### src/rtl/hazard_ctrl_pkg.sv
// hazard_ctrl_pkg: shared state encoding, word length and register-index width for the hazard unit
`ifndef HAZARD_CTRL_PKG_SV
`define HAZARD_CTRL_PKG_SV
`define WORD_LEN 32
package hazard_ctrl_pkg;
    localparam int REG_ADDR_W = 5;
    typedef enum logic [2:0] {
        ST_RUN   = 3'd0,
        ST_LU1   = 3'd1,
        ST_LU2   = 3'd2,
        ST_MWAIT = 3'd3,
        ST_FLUSH = 3'd4
    } hz_state_t;
endpackage
`endif

### src/rtl/hz_sat_counter.sv
// hz_sat_counter: event counter that sticks at all-ones instead of wrapping
module hz_sat_counter #(
    parameter int W = 16
) (
    input  logic         clk,
    input  logic         nReset,
    input  logic         inc,
    output logic [W-1:0] cnt
);
    // count up on inc, hold once every bit is set
    always_ff @(posedge clk or negedge nReset)
        if (!nReset) cnt <= '0;
        else if (inc && !(&cnt)) cnt <= cnt + 1'b1;
endmodule

### src/rtl/hazard_ctrl.sv
// hazard_ctrl: load-use / branch / memory-wait pipeline interlock; perf counters under HAZARD_PERF_EN
module hazard_ctrl
    import hazard_ctrl_pkg::*;
#(
    parameter int REG_ADDR_W = hazard_ctrl_pkg::REG_ADDR_W,
    parameter int PERF_CNT_W = 16
) (
    input  logic                  clk,
    input  logic                  nReset,
    input  logic [REG_ADDR_W-1:0] id_rs1,
    input  logic [REG_ADDR_W-1:0] id_rs2,
    input  logic                  id_use_rs1,
    input  logic                  id_use_rs2,
    input  logic                  id_is_branch,
    input  logic [REG_ADDR_W-1:0] ex_rd,
    input  logic                  ex_mem_r_en,
    input  logic                  ex_branch_taken,
    input  logic                  mem_req,
    input  logic                  dmem_ready,
    output logic                  pc_hold,
    output logic                  if2id_hold,
    output logic                  if2id_flush,
    output logic                  id2exe_flush,
    output logic                  id2exe_stall,
    output logic                  id2exe_stall_twice,
    output logic                  exe2mem_hold,
    output logic                  mem2wb_hold,
`ifdef HAZARD_PERF_EN
    output logic [PERF_CNT_W-1:0] perf_stall_cnt,
    output logic [PERF_CNT_W-1:0] perf_flush_cnt,
    output logic [PERF_CNT_W-1:0] perf_mwait_cnt,
`endif
    output logic [2:0]            state
);
    hz_state_t st, nxt;
    logic twice_q;
    logic hz, mwait;
    assign hz = ex_mem_r_en && ex_rd != '0 &&
                ((id_use_rs1 && id_rs1 == ex_rd) || (id_use_rs2 && id_rs2 == ex_rd));
    assign mwait = mem_req && !dmem_ready;
    assign state = st;
    // next state and zero-latency outputs; everything forced low while reset is held
    always_comb begin
        pc_hold = 1'b0;
        if2id_hold = 1'b0;
        if2id_flush = 1'b0;
        id2exe_flush = 1'b0;
        id2exe_stall = 1'b0;
        id2exe_stall_twice = 1'b0;
        exe2mem_hold = 1'b0;
        mem2wb_hold = 1'b0;
        nxt = ST_RUN;
        if (nReset)
            unique case (st)
                ST_RUN:
                    if (ex_branch_taken) begin
                        if2id_flush = 1'b1;
                        id2exe_flush = 1'b1;
                        nxt = ST_FLUSH;
                    end else if (mwait) begin
                        pc_hold = 1'b1;
                        if2id_hold = 1'b1;
                        exe2mem_hold = 1'b1;
                        mem2wb_hold = 1'b1;
                        nxt = ST_MWAIT;
                    end else if (hz) begin
                        pc_hold = 1'b1;
                        if2id_hold = 1'b1;
                        id2exe_stall = !id_is_branch;
                        id2exe_stall_twice = id_is_branch;
                        nxt = ST_LU1;
                    end
                ST_LU1:
                    if (ex_branch_taken) begin
                        if2id_flush = 1'b1;
                        id2exe_flush = 1'b1;
                        nxt = ST_FLUSH;
                    end else begin
                        pc_hold = twice_q;
                        if2id_hold = twice_q;
                        nxt = twice_q ? ST_LU2 : ST_RUN;
                    end
                ST_LU2:
                    if (ex_branch_taken) begin
                        if2id_flush = 1'b1;
                        id2exe_flush = 1'b1;
                        nxt = ST_FLUSH;
                    end
                ST_MWAIT: begin
                    pc_hold = !dmem_ready;
                    if2id_hold = !dmem_ready;
                    exe2mem_hold = !dmem_ready;
                    mem2wb_hold = !dmem_ready;
                    nxt = dmem_ready ? ST_RUN : ST_MWAIT;
                end
                default: nxt = ST_RUN;
            endcase
    end
    // state register; twice_q remembers whether the stall that entered LU1 came from a branch
    always_ff @(posedge clk or negedge nReset)
        if (!nReset) begin
            st <= ST_RUN;
            twice_q <= 1'b0;
        end else begin
            st <= nxt;
            twice_q <= (st == ST_RUN) ? id_is_branch : twice_q;
        end
`ifdef HAZARD_PERF_EN
    hz_sat_counter #(.W(PERF_CNT_W)) u_stall_cnt (
        .clk(clk), .nReset(nReset), .inc(pc_hold), .cnt(perf_stall_cnt));
    hz_sat_counter #(.W(PERF_CNT_W)) u_flush_cnt (
        .clk(clk), .nReset(nReset), .inc(if2id_flush), .cnt(perf_flush_cnt));
    hz_sat_counter #(.W(PERF_CNT_W)) u_mwait_cnt (
        .clk(clk), .nReset(nReset), .inc(st == ST_MWAIT), .cnt(perf_mwait_cnt));
`endif
endmodule

### config.mk
export PLATFORM = sky130hd
export DESIGN_NAME = hazard_ctrl
export DESIGN_NICKNAME = d
export VERILOG_FILES = /design/src/rtl/hazard_ctrl_pkg.sv /design/src/rtl/hz_sat_counter.sv /design/src/rtl/hazard_ctrl.sv
export SDC_FILE = /design/constraint.sdc
export NUM_CORES = 1
export LEC_CHECK = 0
export ABC_AREA = 1
export BUFFER_PORTS_ARGS = -buffer_cell sky130_fd_sc_hd__buf_4
export CAP_MARGIN = 10
export CORE_AREA = 2 2 39 41
export DETAILED_ROUTE_END_ITERATION = 10
export DIE_AREA = 0 0 41 43
export HOLD_SLACK_MARGIN = 0.12
export PLACE_DENSITY = 0.74
export SYNTH_ARGS = -nofsm -noshare
export SYNTH_HDL_FRONTEND = slang
export SYNTH_SLANG_ARGS = --single-unit
### constraint.sdc
create_clock -name clk -period 1.6 [get_ports clk]
set_clock_uncertainty 0.15 [all_clocks]
set_input_delay 0.08 -clock clk [delete_from_list [all_inputs] [get_ports clk]]
set_output_delay 0.08 -clock clk [all_outputs]
set_load 0.03 [all_outputs]
### Word-level counts from Yosys, hierarchy flattened

Cells that the tools add are included.

* flip-flop bits (word level): 4
* bits in latches: 0
* bits in writable memories: 0
* ROM bits: 0
* bits of input ports: 24
* output and inout bits: 11
* word-level logic and storage cells: 50
* memories: 0

* $add $sub $neg: 0
* multiply operators: 0
* div/mod/pow operators: 0
* order comparisons: 0
* equality and inequality tests: 5
* shifts and indexed selects: 0
* mux-type cells: 32
* bitwise operators: 0
* reduce and logical (&&, ||, !) cells: 11

Operators with widths (number)
* two-way mux 1 bit: 22
* two-way mux 3 bit: 4
* one-hot mux 3 bit (4 select lines): 1
* equality test 5 bit: 2
* equality test 3 x 2 -> 1 bit (second input constant): 2
* two-way mux 2 bit: 3
* logical AND 1 bit: 5
* nonzero test 5 bit: 1
* equality test 3 x 1 -> 1 bit (second input constant): 1
* logical NOT 3 bit: 1
* one-hot mux 1 bit (3 select lines): 1
* OR reduction 3 bit: 1
* logical NOT 1 bit: 2
* one-hot mux 1 bit (2 select lines): 1
* logical OR 1 bit: 1

### Depth between registers and ports, before layout

Gate-level depths: netlist (run 1).

* word-level depth: 9
* depth in mapped cells: 9
* mapped depth without buffers: 8

### Least setup slack after synthesis (run 1)

Ideal clock, no wire load.

* path kind: register -> output
* start: register st[1], in the netlist state[1]
* end: output port mem2wb_hold
* arrival time: 1.771 ns
* required time: 1.370 ns
* path slack: -0.401 ns
* stages on the path, launching flop included: 9
* path buffers: 1
* cell sequence: dfrtp_1 nor3_2 inv_2 nor2_2 nand2_1 nand2_2 inv_2 nor2_1 buf_4

* cells in the longest elaborated chain, start to end: 3
* elaborated cells between the ends (all ways): 4
* classes of those cells: 1 x eq/ne; 2 x mux; 1 x reduce/logical

Ends and longest elaborated chain
* from (decl): RTL line hazard_ctrl.sv:35 `hz_state_t st, nxt;`
* from (signal assigned): RTL line hazard_ctrl.sv:105 `st <= nxt;`
* equality test 3 x 2 -> 1 bit / logical NOT 3 bit (equally long branches)
* one-hot mux 1 bit (2 select lines) (*)
* two-way mux 1 bit (*)
* to (decl): RTL line hazard_ctrl.sv:27 `output logic mem2wb_hold,`

Every way passes the cells marked *; elsewhere a longest branch is shown, timed or not.

### Worst setup path after layout (run 1)

* start: register st[1], in the netlist state[1]
* end: output port pc_hold

* cells in the longest elaborated chain, start to end: 3
* elaborated cells between the ends (all ways): 5
* classes of those cells: 2 x eq/ne; 2 x mux; 1 x reduce/logical

Ends and longest elaborated chain
* equality test 3 x 2 -> 1 bit (tied with other cells): RTL line hazard_ctrl.sv:54 `unique case (st)`
* one-hot mux 1 bit (3 select lines) (*): RTL line hazard_ctrl.sv:54
* two-way mux 1 bit (*): RTL line hazard_ctrl.sv:53 `if (nReset)`
* to (decl): RTL line hazard_ctrl.sv:20 `output logic pc_hold,`

Marked as above.

==> results of run 1 <==
-- worst max-delay path, stage by stage (launching register included) --
cell,delay (ns)
sky130_fd_sc_hd__dfrtp_2,0.42
sky130_fd_sc_hd__nor3_4,0.21
sky130_fd_sc_hd__inv_2,0.08
sky130_fd_sc_hd__nor2_4,0.11
sky130_fd_sc_hd__nand2_2,0.07
sky130_fd_sc_hd__nand2_4,0.08
sky130_fd_sc_hd__nor2_4,0.04
sky130_fd_sc_hd__a21oi_4,0.15
sky130_fd_sc_hd__buf_6,0.15
-- through the flow --
stage          worst slack (ns)  hold WS, ns  TNS, ns
6_report                 -0.192        0.119   -0.864
5_1_grt                  -0.256        0.180    -1.22
4_1_cts                  -0.187     0.000495   -0.754
3_5_place_dp             0.0404       -0.268        0
3_3_place_gp             0.0604       -0.269        0
2_1_floorplan            -0.120       -0.366   -0.176
-- logic make-up after synthesis --
| kind of cell | share of synthesized area |
|---|---|
| AND/OR/NAND/NOR | 0.554 |
| AO/OA/AOI/OAI | 0.0456 |
| flip-flops | 0.203 |
| buffers and inverters | 0.197 |
-- state kept, by name, indices dropped and copies added, names as in the netlist --
register / count
twice_q: 1
state: 3
-- area by class of cell --
| class | instances | area, um^2 | share of cell area |
|---|---|---|---|
| timing repair buffer | 43 | 354 | 0.380 |
| tap | 16 | 20.0 | 0.0215 |
| multi-input combinational | 67 | 353 | 0.379 |
| sequential | 4 | 104 | 0.111 |
| inverter | 20 | 75.1 | 0.0805 |
| clock buffer | 4 | 26.3 | 0.0282 |
-- metal layers --
layer	track usage	up-vias	part of all wire
li1	-	367	-
met1	0.181	306	0.36
met5	0	-	0
met4	0.120	0	0.011
met3	0.0314	2	0.062
met2	0.347	31	0.57
-- cell usage after synthesis, drive strengths merged --
cell type,count
a21oi,2
buf,3
nor2,15
nor3,6
or2,1
nand3b,1
nand3,4
dfrtp,4
nand2,36
nand4,1
inv,20
o21ai,1
-- repair_timing --
item / 4_1_cts / 5_1_grt
endpoints found under the setup margin: 5 / 7
hold endpoints to repair: 7 / 2
hold buffers: 4 / 1
buffers inserted: 3 / 1
pin swaps: 3 / 1
gates resized for setup: 8 / 4
-- power groups by stage --
stage          sequential (mW)  clock, mW  combinational [mW]
5_1_grt                  0.116      0.151               0.206
2_1_floorplan            0.121          0              0.0815
3_5_place_dp             0.116          0               0.158
4_1_cts                  0.115      0.143               0.180
3_3_place_gp             0.115          0               0.156
6_report                 0.116      0.144               0.187
-- final timing paths --
check	start	endpoint	slack (ns)	depth (start not counted)
setup / recovery	state[1]	pc_hold	-0.19	8
hold / removal	ex_mem_r_en	state[0]	0.12	5
setup reg to reg	state[1]	state[0]	0.11	8
hold reg to reg	twice_q	twice_q	0.34	2
max in group asynchronous	nReset	state[0]	0.48	3
min in group asynchronous	nReset	state[2]	0.62	3
==> summary.md, run 1 <==
| Metric | Value |
|---|---|
| Outcome | complete, but fails checks |
| Failing checks | setup timing |
| Max-slew headroom | 0.804 |
| Number of antenna violations at the first check in global routing | 0 |
| Share of total power in the clock network | 0.322 |
| Average via count per standard cell | 4.58 |
| Antenna diode count | 0 |
| Static leakage power | 0.538 nW |
| Violation count after the first detailed-route iteration | 8 |
| FF+latch count, synth | 4 |
| Sequential-to-total area share from yosys stat | 0.203 |
| Fraction of layout cells with a size suffix above 1 | 0.457 |
| Clock Sink Count | 4 |
| CP endpoint kind | primary output |
| Setup repair after global routing missed its margin | true |
| Net switching fraction of the power | 0.339 |
| Number of vias after detailed routing | slightly above 700 |
| Total power | 0.447 mW |
| Average detailed-routed wire length per instance | 9.81 um |
| Clock period minus final worst setup slack | 1.79 ns |
| Final Core Density | 0.674 |
| Summed area of non-filler cells in the final layout | 932 um^2 |
| Cell Pwr Density | 480 nW/um^2 |
| Portion of total power attributed to combinational logic | 0.418 |
| Net count after synthesis | 118 |
| Final non-filler cell total | 154 |
| Max-slew violation count | 0 |
| Total routed wirelength | between 1.5 and 2 mm |
| Die boundary width | 41 um |
| Number of endpoints failing setup at the final stage | 5 |
| Cells after DPL | 141 |
| First-pass GRT wire length | 2.28 mm |
| Max-Cap Viols | 0 |
| Fraction of post-synthesis cell area in the top cell type by area | 0.266 |
| Worst slew pin tran | 0.294 ns |
| Worst endpoint data arrival time | about 1.6 ns |
| Switching power | 0.152 mW |
| Post-placement cell area | 773 um^2 |
| Period utilization | 1.12 |
| Total congestion overflow after global routing | 0 |
| Warnings from Yosys | 0 |
| Post-route DRC violation count | 0 |
| GRT Total Usage | 0.192 |
| Internal portion of total power | 0.296 mW |
| Area of the mapped netlist | roughly 500 um^2 |
| DP Wirelength | about 1.1 mm |
| Port Buffers | 34 |
| Clock slew at reported path FFs | 0.04 ns |
| Critical path class | reg2out |
| Number of buffers on the longest clock path | 2 |
| Nets | 163 |
| Number of placed I/O pins | 35 |
| CTS tree | built |
| Routability congestion estimate | 0.790 |
| Vias in the first global route | 631 |
| Final-layout fill cell count | between 100 and 150 |
| Pin count of the biggest net entering global routing | 7 |
| H-tree levels | 1 |
| Syn_area_per_cell | roughly 5.3 um^2 |
| Number of cells produced by synthesis | 94 |
| Synthesis-to-finish area growth | 88.6% |
| Worst Path Required | 1.37 ns |
| Tightest Hold Check Type | in2reg |
| Highest ir drop seen on vdd | a little over 200 uV |
| Clock latency on the worst-skew pair | 0.24 ns |
| Total core area | 1380 um^2 |
| Worst-path fanout max | 2 |
| Final hold violations | 0 |
| Floorplan die height | 43 um |
| Number of placement rows | 14 |
| Cts bufs inserted | 3 |
| Remaining number of nets flagged by the antenna check after routing | 0 |
| PnR worst setup slack | -0.192 ns |
| Achievable clock frequency | 558 MHz |
| Library cell occupying the most area in the post-synthesis netlist | sky130_fd_sc_hd__nand2_1 |
| Clock Tree Root | sky130_fd_sc_hd__clkbuf_4 |
| First drt pass iteration count | 4 |
| Most common library cell in the layout ignoring fill and taps | sky130_fd_sc_hd__nand2_1 |
| Die area | between 1500 and 2000 um^2 |
| Count of cell types in the netlist | 16 |
| Portion of total power attributed to sequential cells | 0.260 |
| Commonest cells after routing, fill and taps aside | sky130_fd_sc_hd__nand2_1, sky130_fd_sc_hd__buf_4, sky130_fd_sc_hd__inv_1 |
| Synth area leaders | sky130_fd_sc_hd__nand2_1, sky130_fd_sc_hd__dfrtp_1, sky130_fd_sc_hd__inv_1, sky130_fd_sc_hd__nor2_1, sky130_fd_sc_hd__inv_2 |
| Critical Path Start Type | register |
| Initial Util | 0.357 |
No activity file was read; power rests on OpenSTA's default activity.
==> run 2: changes to the inputs <==
--- a/config.mk
+++ b/config.mk
@@ -12,7 +12,7 @@
 export DETAILED_ROUTE_END_ITERATION = 10
 export DIE_AREA = 0 0 41 43
 export HOLD_SLACK_MARGIN = 0.12
-export PLACE_DENSITY = 0.74
+export PLACE_DENSITY = 0.71
 export SYNTH_ARGS = -nofsm -noshare
 export SYNTH_HDL_FRONTEND = slang
 export SYNTH_SLANG_ARGS = --single-unit
==> run 2 against run 1 <==
Effect of this change:
- the flow still finishes with violations (setup timing)
- die area stayed put
- worst hold slack worse by 0.072 ns
- final area decreased by 1.6%
- total power is 1.1% lower
- global-route usage grew 1.3 points
- combinational power decreased by 3%
- wire length fell by 2.6%
- non-clock buffer count shrank 2
- first-iteration DRC count rose by 13%
- count of clock-buffer cells in the layout did not move
- sequential power hardly changed
- clock power about the same
- largest cell class is now multi-input gates
- highest routed layer unchanged
==> summary.md, run 2 (synthesized netlist as in run 1, its figures left out) <==
| Metric | Value |
|---|---|
| Vias in the first global route | 631 (unchanged) |
| Commonest cells after routing, fill and taps aside | sky130_fd_sc_hd__nand2_1, sky130_fd_sc_hd__buf_4, sky130_fd_sc_hd__inv_1 |
| Total routed wirelength | 1.47 mm (-2.6%) |
| Number of placement rows | 14 (unchanged) |
| Tightest Hold Check Type | in2reg |
| Period utilization | 1.12 (-0.00303) |
| Max-slew headroom | 0.802 (-0.00161) |
| Cell Pwr Density | 482 nW/um^2 (+0.47%) |
| Fraction of layout cells with a size suffix above 1 | 0.449 (-0.00799) |
| Total negative setup slack | -0.750 ns (+0.114 ns) |
| Clock Sink Count | 4 (unchanged) |
| GRT Total Usage | 0.205 (+0.0133) |
| Worst slack at placement | 0.0223 ns (-0.0181 ns) |
| Total core area | 1380 um^2 (unchanged) |
| Final-layout fill cell count | 128 (+0.79%) |
| H-tree levels | 1 (unchanged) |
| Die area | 1760 um^2 (unchanged) |
| DP Wirelength | 1.15 mm (+5.2%) |
| Total power | 0.442 mW (-1.1%) |
| Final hold violations | 0 (unchanged) |
| Capture point of the worst reg-to-reg path | state[2] |
| Failing checks | setup timing |
| Clock Tree Root | sky130_fd_sc_hd__clkbuf_4 |
| Cells after DPL | 141 (unchanged) |
| Routability congestion estimate | 0.748 (-5.3%) |
| Number of endpoints failing setup at the final stage | 6 (+1) |
| Worst Path Required | 1.37 ns (about the same) |
| Worst flop-to-flop path startpoint | state[0] |
| Worst slew pin tran | 0.296 ns (+0.00241 ns) |
| Worst Setup EP | if2id_hold |
| Final non-filler cell total | 152 (-1.3%) |
| Depth of the worst register-to-register path | 4 (-4) |
| Worst-path fanout max | 3 (+1) |
| Share of total power in the clock network | 0.327 (+0.005) |
| Outcome | complete, but fails checks |
| Setup repair after global routing missed its margin | true |
| Final worst hold slack | 0.0477 ns (-0.0717 ns) |
| CTS tree | built |
| Floorplan die height | 43 um (unchanged) |
| Portion of total power attributed to sequential cells | 0.262 (+0.002) |
| Worst endpoint data arrival time | 1.56 ns (about the same) |
| Number of placed I/O pins | 35 (unchanged) |
| Initial Util | 0.357 (unchanged) |
| Static leakage power | 0.530 nW (-1.5%) |
| CP endpoint kind | primary output |
| Post-route DRC violation count | 0 (unchanged) |
| Nets | 161 (-1.2%) |
| Most common library cell in the layout ignoring fill and taps | sky130_fd_sc_hd__nand2_1 |
| Number of buffers on the longest clock path | 2 (unchanged) |
| Violation count after the first detailed-route iteration | 9 (+1) |
| Cts bufs inserted | 3 (unchanged) |
| Synthesis-to-finish area growth | 85.6% |
| Largest register FFs | 3 (unchanged) |
| Worst Setup SP | state[1] |
| Total congestion overflow after global routing | 0 (unchanged) |
| Number of vias after detailed routing | 677 (-4.1%) |
| R2R setup slack | 0 ns (-0.11 ns) |
| Portion of total power attributed to combinational logic | 0.411 (-0.007) |
| First-pass GRT wire length | 2.39 mm (+4.9%) |
| Net switching fraction of the power | 0.341 (+0.00201) |
| Clock latency on the worst-skew pair | 0.25 ns (about the same) |
| Port Buffers | 34 (unchanged) |
| Highest ir drop seen on vdd | 194 uV (-6.5%) |
| Internal portion of total power | 0.292 mW (-1.5%) |
| Remaining number of nets flagged by the antenna check after routing | 0 (unchanged) |
| Antenna diode count | 0 (unchanged) |
| Max-Cap Viols | 0 (unchanged) |
| First drt pass iteration count | 4 (unchanged) |
| Pin count of the biggest net entering global routing | 7 (unchanged) |
| Average via count per standard cell | 4.45 (-2.8%) |
| Hold-fix buffers, CTS | 5 (+1) |
| Switching power | 0.151 mW (-0.56%) |
| Clock slew at reported path FFs | 0.04 ns (about the same) |
| Clock period minus final worst setup slack | 1.79 ns (-0.00484 ns) |
| Number of antenna violations at the first check in global routing | 0 (unchanged) |
| Die boundary width | 41 um (unchanged) |
| Max-slew violation count | 0 (unchanged) |
| PnR worst setup slack | -0.187 ns (+0.00484 ns) |
| Average detailed-routed wire length per instance | 9.68 um (-1.4%) |
| Critical path class | reg2out |
| Achievable clock frequency | 560 MHz (+0.27%) |
| Critical Path Start Type | register |
## run 2: through the flow
stage          cell area, um^2  utilization
2_1_floorplan              524            -
3_3_place_gp               773        0.559
3_5_place_dp               773        0.559
4_1_cts                    900        0.650
5_1_grt                    917        0.663
6_report                   917        0.663
## run 2: area by class of cell
cell class              count  area, um^2  share of cell area
clock buffers               4        26.3              0.0286
inverters                  20        75.1              0.0819
well taps                  16        20.0              0.0218
repair buffers             41         339               0.370
multi-input cells          67         353               0.385
flip-flops and latches      4         104               0.113
## run 2: worst min path at each step
stage	from	end	slack, ns	cells past startpoint
after floorplan	nReset	state[0]	-0.37	0
after global placement	nReset	state[2]	-0.27	1
after detailed placement	nReset	twice_q	-0.27	1
after CTS	ex_branch_taken	state[0]	0.03	4
after global routing	ex_branch_taken	state[0]	0.05	4
final	ex_branch_taken	state[0]	0.05	4
## run 2: worst max-delay path: stages, from the launching register on
cell and delay [ns]:
sky130_fd_sc_hd__dfrtp_2 0.42, sky130_fd_sc_hd__nor3_4 0.22, sky130_fd_sc_hd__inv_2 0.08, sky130_fd_sc_hd__nor2_4 0.10, sky130_fd_sc_hd__nand2_2 0.07, sky130_fd_sc_hd__nand2_4 0.08
sky130_fd_sc_hd__nor2_4 0.04, sky130_fd_sc_hd__a21oi_4 0.15, sky130_fd_sc_hd__buf_6 0.15
## run 2: what timing repair did
item                                    CTS  global route
hold endpoints to repair                  7             1
resized for setup                         8             4
setup buffers                             2             0
endpoints found under the setup margin    5             6
pin swaps                                 1             2
## run 2: power by group through the flow
stage | combinational [mW] | clock, mW | sequential [mW]
3_5_place_dp | 0.160 | 0 | 0.116
4_1_cts | 0.179 | 0.150 | 0.115
5_1_grt | 0.202 | 0.155 | 0.116
3_3_place_gp | 0.157 | 0 | 0.115
2_1_floorplan | 0.0815 | 0 | 0.121
6_report | 0.182 | 0.145 | 0.116
## run 2: per-layer routing
layer  track usage  vias up  share of wire
met3        0.0314        5          0.065
met5             0        -              0
met4         0.140        0          0.033
met1         0.197      286           0.36
li1              -      360              -
met2         0.363       26           0.54
==> run 3: changes to the inputs <==
--- a/config.mk
+++ b/config.mk
@@ -13,6 +13,7 @@
 export DIE_AREA = 0 0 41 43
 export HOLD_SLACK_MARGIN = 0.12
 export PLACE_DENSITY = 0.71
+export RECOVER_POWER = 100
 export SYNTH_ARGS = -nofsm -noshare
 export SYNTH_HDL_FRONTEND = slang
 export SYNTH_SLANG_ARGS = --single-unit
==> run 3 against run 2 <==
Effect of this change:
- first-iteration DRC count did not move
- critical path depth did not move
- combinational power about the same
- global-route usage stayed put
- largest cell class unchanged
- maximum frequency stayed put
- utilization shrank 0.27 points
- the flow still finishes with violations (setup timing)
- count of clock-buffer cells in the layout is the same
- register-to-register slack about the same
- clock power is essentially flat
==> summary.md, run 3 (synthesized netlist as in run 1, its figures left out) <==
| Metric | Value |
|---|---|
| Nets | 161 (unchanged) |
| Crit-path most repeated cell | sky130_fd_sc_hd__nor2_4 |
| Slowest-stage cell, CP | sky130_fd_sc_hd__dfrtp_2 |
| DP Wirelength | 1.15 mm (unchanged) |
| Largest register FFs | 3 (unchanged) |
| Max-slew headroom | 0.758 (-0.0438) |
| Post-route DRC violation count | 0 (unchanged) |
| Cell Pwr Density | 484 nW/um^2 (+0.26%) |
| Final Core Density | 0.660 (-0.00271) |
| Number of placement rows | 14 (unchanged) |
| H-tree levels | 1 (unchanged) |
| Routability congestion estimate | 0.748 (unchanged) |
| Die area | 1760 um^2 (unchanged) |
| Commonest cells after routing, fill and taps aside | sky130_fd_sc_hd__nand2_1, sky130_fd_sc_hd__buf_4, sky130_fd_sc_hd__inv_1 |
| Final-layout fill cell count | 128 (unchanged) |
| Average via count per standard cell | 4.45 (unchanged) |
| Violation count after the first detailed-route iteration | 9 (unchanged) |
| Cells after DPL | 141 (unchanged) |
| Period utilization | 1.12 (unchanged) |
| Final non-filler cell total | 152 (unchanged) |
| Worst-path fanout max | 3 (unchanged) |
| Vias in the first global route | 631 (unchanged) |
| Remaining number of nets flagged by the antenna check after routing | 0 (unchanged) |
| Clock latency on the worst-skew pair | 0.25 ns (about the same) |
| Max-slew violation count | 0 (unchanged) |
| Setup repair after global routing missed its margin | true |
| Family of cells with the greatest summed delay on the critical path | simple AND/OR/NAND/NOR gates |
| Cts bufs inserted | 3 (unchanged) |
| Critical path buffers and inverters | 2 (unchanged) |
| Clock Tree Root | sky130_fd_sc_hd__clkbuf_4 |
| Antenna diode count | 0 (unchanged) |
| Total routed wirelength | 1.47 mm (about the same) |
| CP endpoint kind | primary output |
| Cells along the critical path | nor3_4, inv_2, nor2_4, nand2_2, nand2_4, nor2_4, a21oi_4, buf_6 |
| First drt pass iteration count | 4 (unchanged) |
| Most common library cell in the layout ignoring fill and taps | sky130_fd_sc_hd__nand2_1 |
| Largest stage delay, worst path | 0.42 ns (about the same) |
| Worst slack at placement | 0.0223 ns (unchanged) |
| Number of endpoints failing setup at the final stage | 6 (unchanged) |
| Critical path class | reg2out |
| Clock Sink Count | 4 (unchanged) |
| Outcome | complete, but fails checks |
| Critical Path Start Type | register |
| Hold-fix buffers, CTS | 5 (unchanged) |
| Static leakage power | 0.526 nW (-0.80%) |
| Number of buffers on the longest clock path | 2 (unchanged) |
| Achievable clock frequency | 560 MHz (unchanged) |
| Total power | 0.442 mW (-0.15%) |
| Initial Util | 0.357 (unchanged) |
| Worst slew pin tran | 0.364 ns (+0.0677 ns) |
| Worst Path Required | 1.37 ns (about the same) |
| Total core area | 1380 um^2 (unchanged) |
| Number of vias after detailed routing | 677 (unchanged) |
| Clock period minus final worst setup slack | 1.79 ns (unchanged) |
| Clock slew at reported path FFs | 0.04 ns (about the same) |
| Tightest Hold Check Type | in2reg |
| Fraction of layout cells with a size suffix above 1 | 0.441 (-0.00735) |
| GRT Total Usage | 0.205 (unchanged) |
| Final worst hold slack | 0.0477 ns (+0.000000100 ns) |
| Total congestion overflow after global routing | 0 (unchanged) |
| Port Buffers | 34 (unchanged) |
| Worst endpoint data arrival time | 1.56 ns (about the same) |
| Final hold violations | 0 (unchanged) |
| Failing checks | setup timing |
| Highest ir drop seen on vdd | 194 uV (about the same) |
| Number of antenna violations at the first check in global routing | 0 (unchanged) |
| Floorplan die height | 43 um (unchanged) |
| Average detailed-routed wire length per instance | 9.68 um (about the same) |
| Pin count of the biggest net entering global routing | 7 (unchanged) |
| Number of placed I/O pins | 35 (unchanged) |
| Die boundary width | 41 um (unchanged) |
| PnR worst setup slack | -0.187 ns (unchanged) |
| CTS tree | built |
| Synthesis-to-finish area growth | 84.8% |
| Max-Cap Viols | 0 (unchanged) |
| First-pass GRT wire length | 2.39 mm (unchanged) |
[run 3: path summary, 6_finish.rpt]
check / to / slack (ns) / from / depth (start not counted)
worst max-delay path: if2id_hold / -0.19 / state[1] / 8
worst min-delay path: state[0] / 0.05 / ex_branch_taken / 4
worst max register to register: state[2] / 0 / state[0] / 4
worst min register to register: twice_q / 0.34 / twice_q / 2
max in group asynchronous: state[2] / 0.51 / nReset / 3
min in group asynchronous: state[1] / 0.59 / nReset / 3
[run 3: layout make-up]
class	instances	area, um^2	area share
multi-input combinational	67	353	0.386
inverter	20	75.1	0.0822
sequential	4	104	0.114
tap	16	20.0	0.0219
clock buffer	4	26.3	0.0288
timing repair buffer	41	335	0.367
[run 3: worst min-delay path: stages]
cell and delay (ns):
sky130_fd_sc_hd__buf_4 0.12, sky130_fd_sc_hd__nor2_4 0.05, sky130_fd_sc_hd__nand3_2 0.11, sky130_fd_sc_hd__a21oi_2 0.06
[run 3: timing repair]
| action | 4_1_cts | 5_1_grt |
|---|---|---|
| pin swaps | 1 | 2 |
| buffers inserted | 2 | 0 |
| hold endpoints to repair | 7 | 1 |
| resized for setup | 8 | 4 |
| setup endpoints to repair | 5 | 6 |
| gates cloned | 0 | 0 |
[run 3: metrics by stage]
step                cell area, um^2  TNS [ns]
detailed placement              773         0
CTS                             900    -0.671
global route                    913     -1.19
finish                          913    -0.750
floorplan                       524    -0.176
global placement                773         0
[run 3: per-layer routing]
metal,wire length (um),share of wire,vias up,GRT usage
met1,529,0.36,286,0.197
met2,797,0.54,26,0.363
li1,-,-,360,-
met3,96,0.065,5,0.0314
met5,0,0,-,0
met4,48,0.033,0,0.140
[run 3: power by group]
part / internal, mW / total [mW] / switching [mW]
sequential: 0.108 / 0.116 / 0.00755
combinational: 0.0885 / 0.181 / 0.0925
clock: 0.0942 / 0.145 / 0.0506
total: 0.291 / 0.442 / 0.151
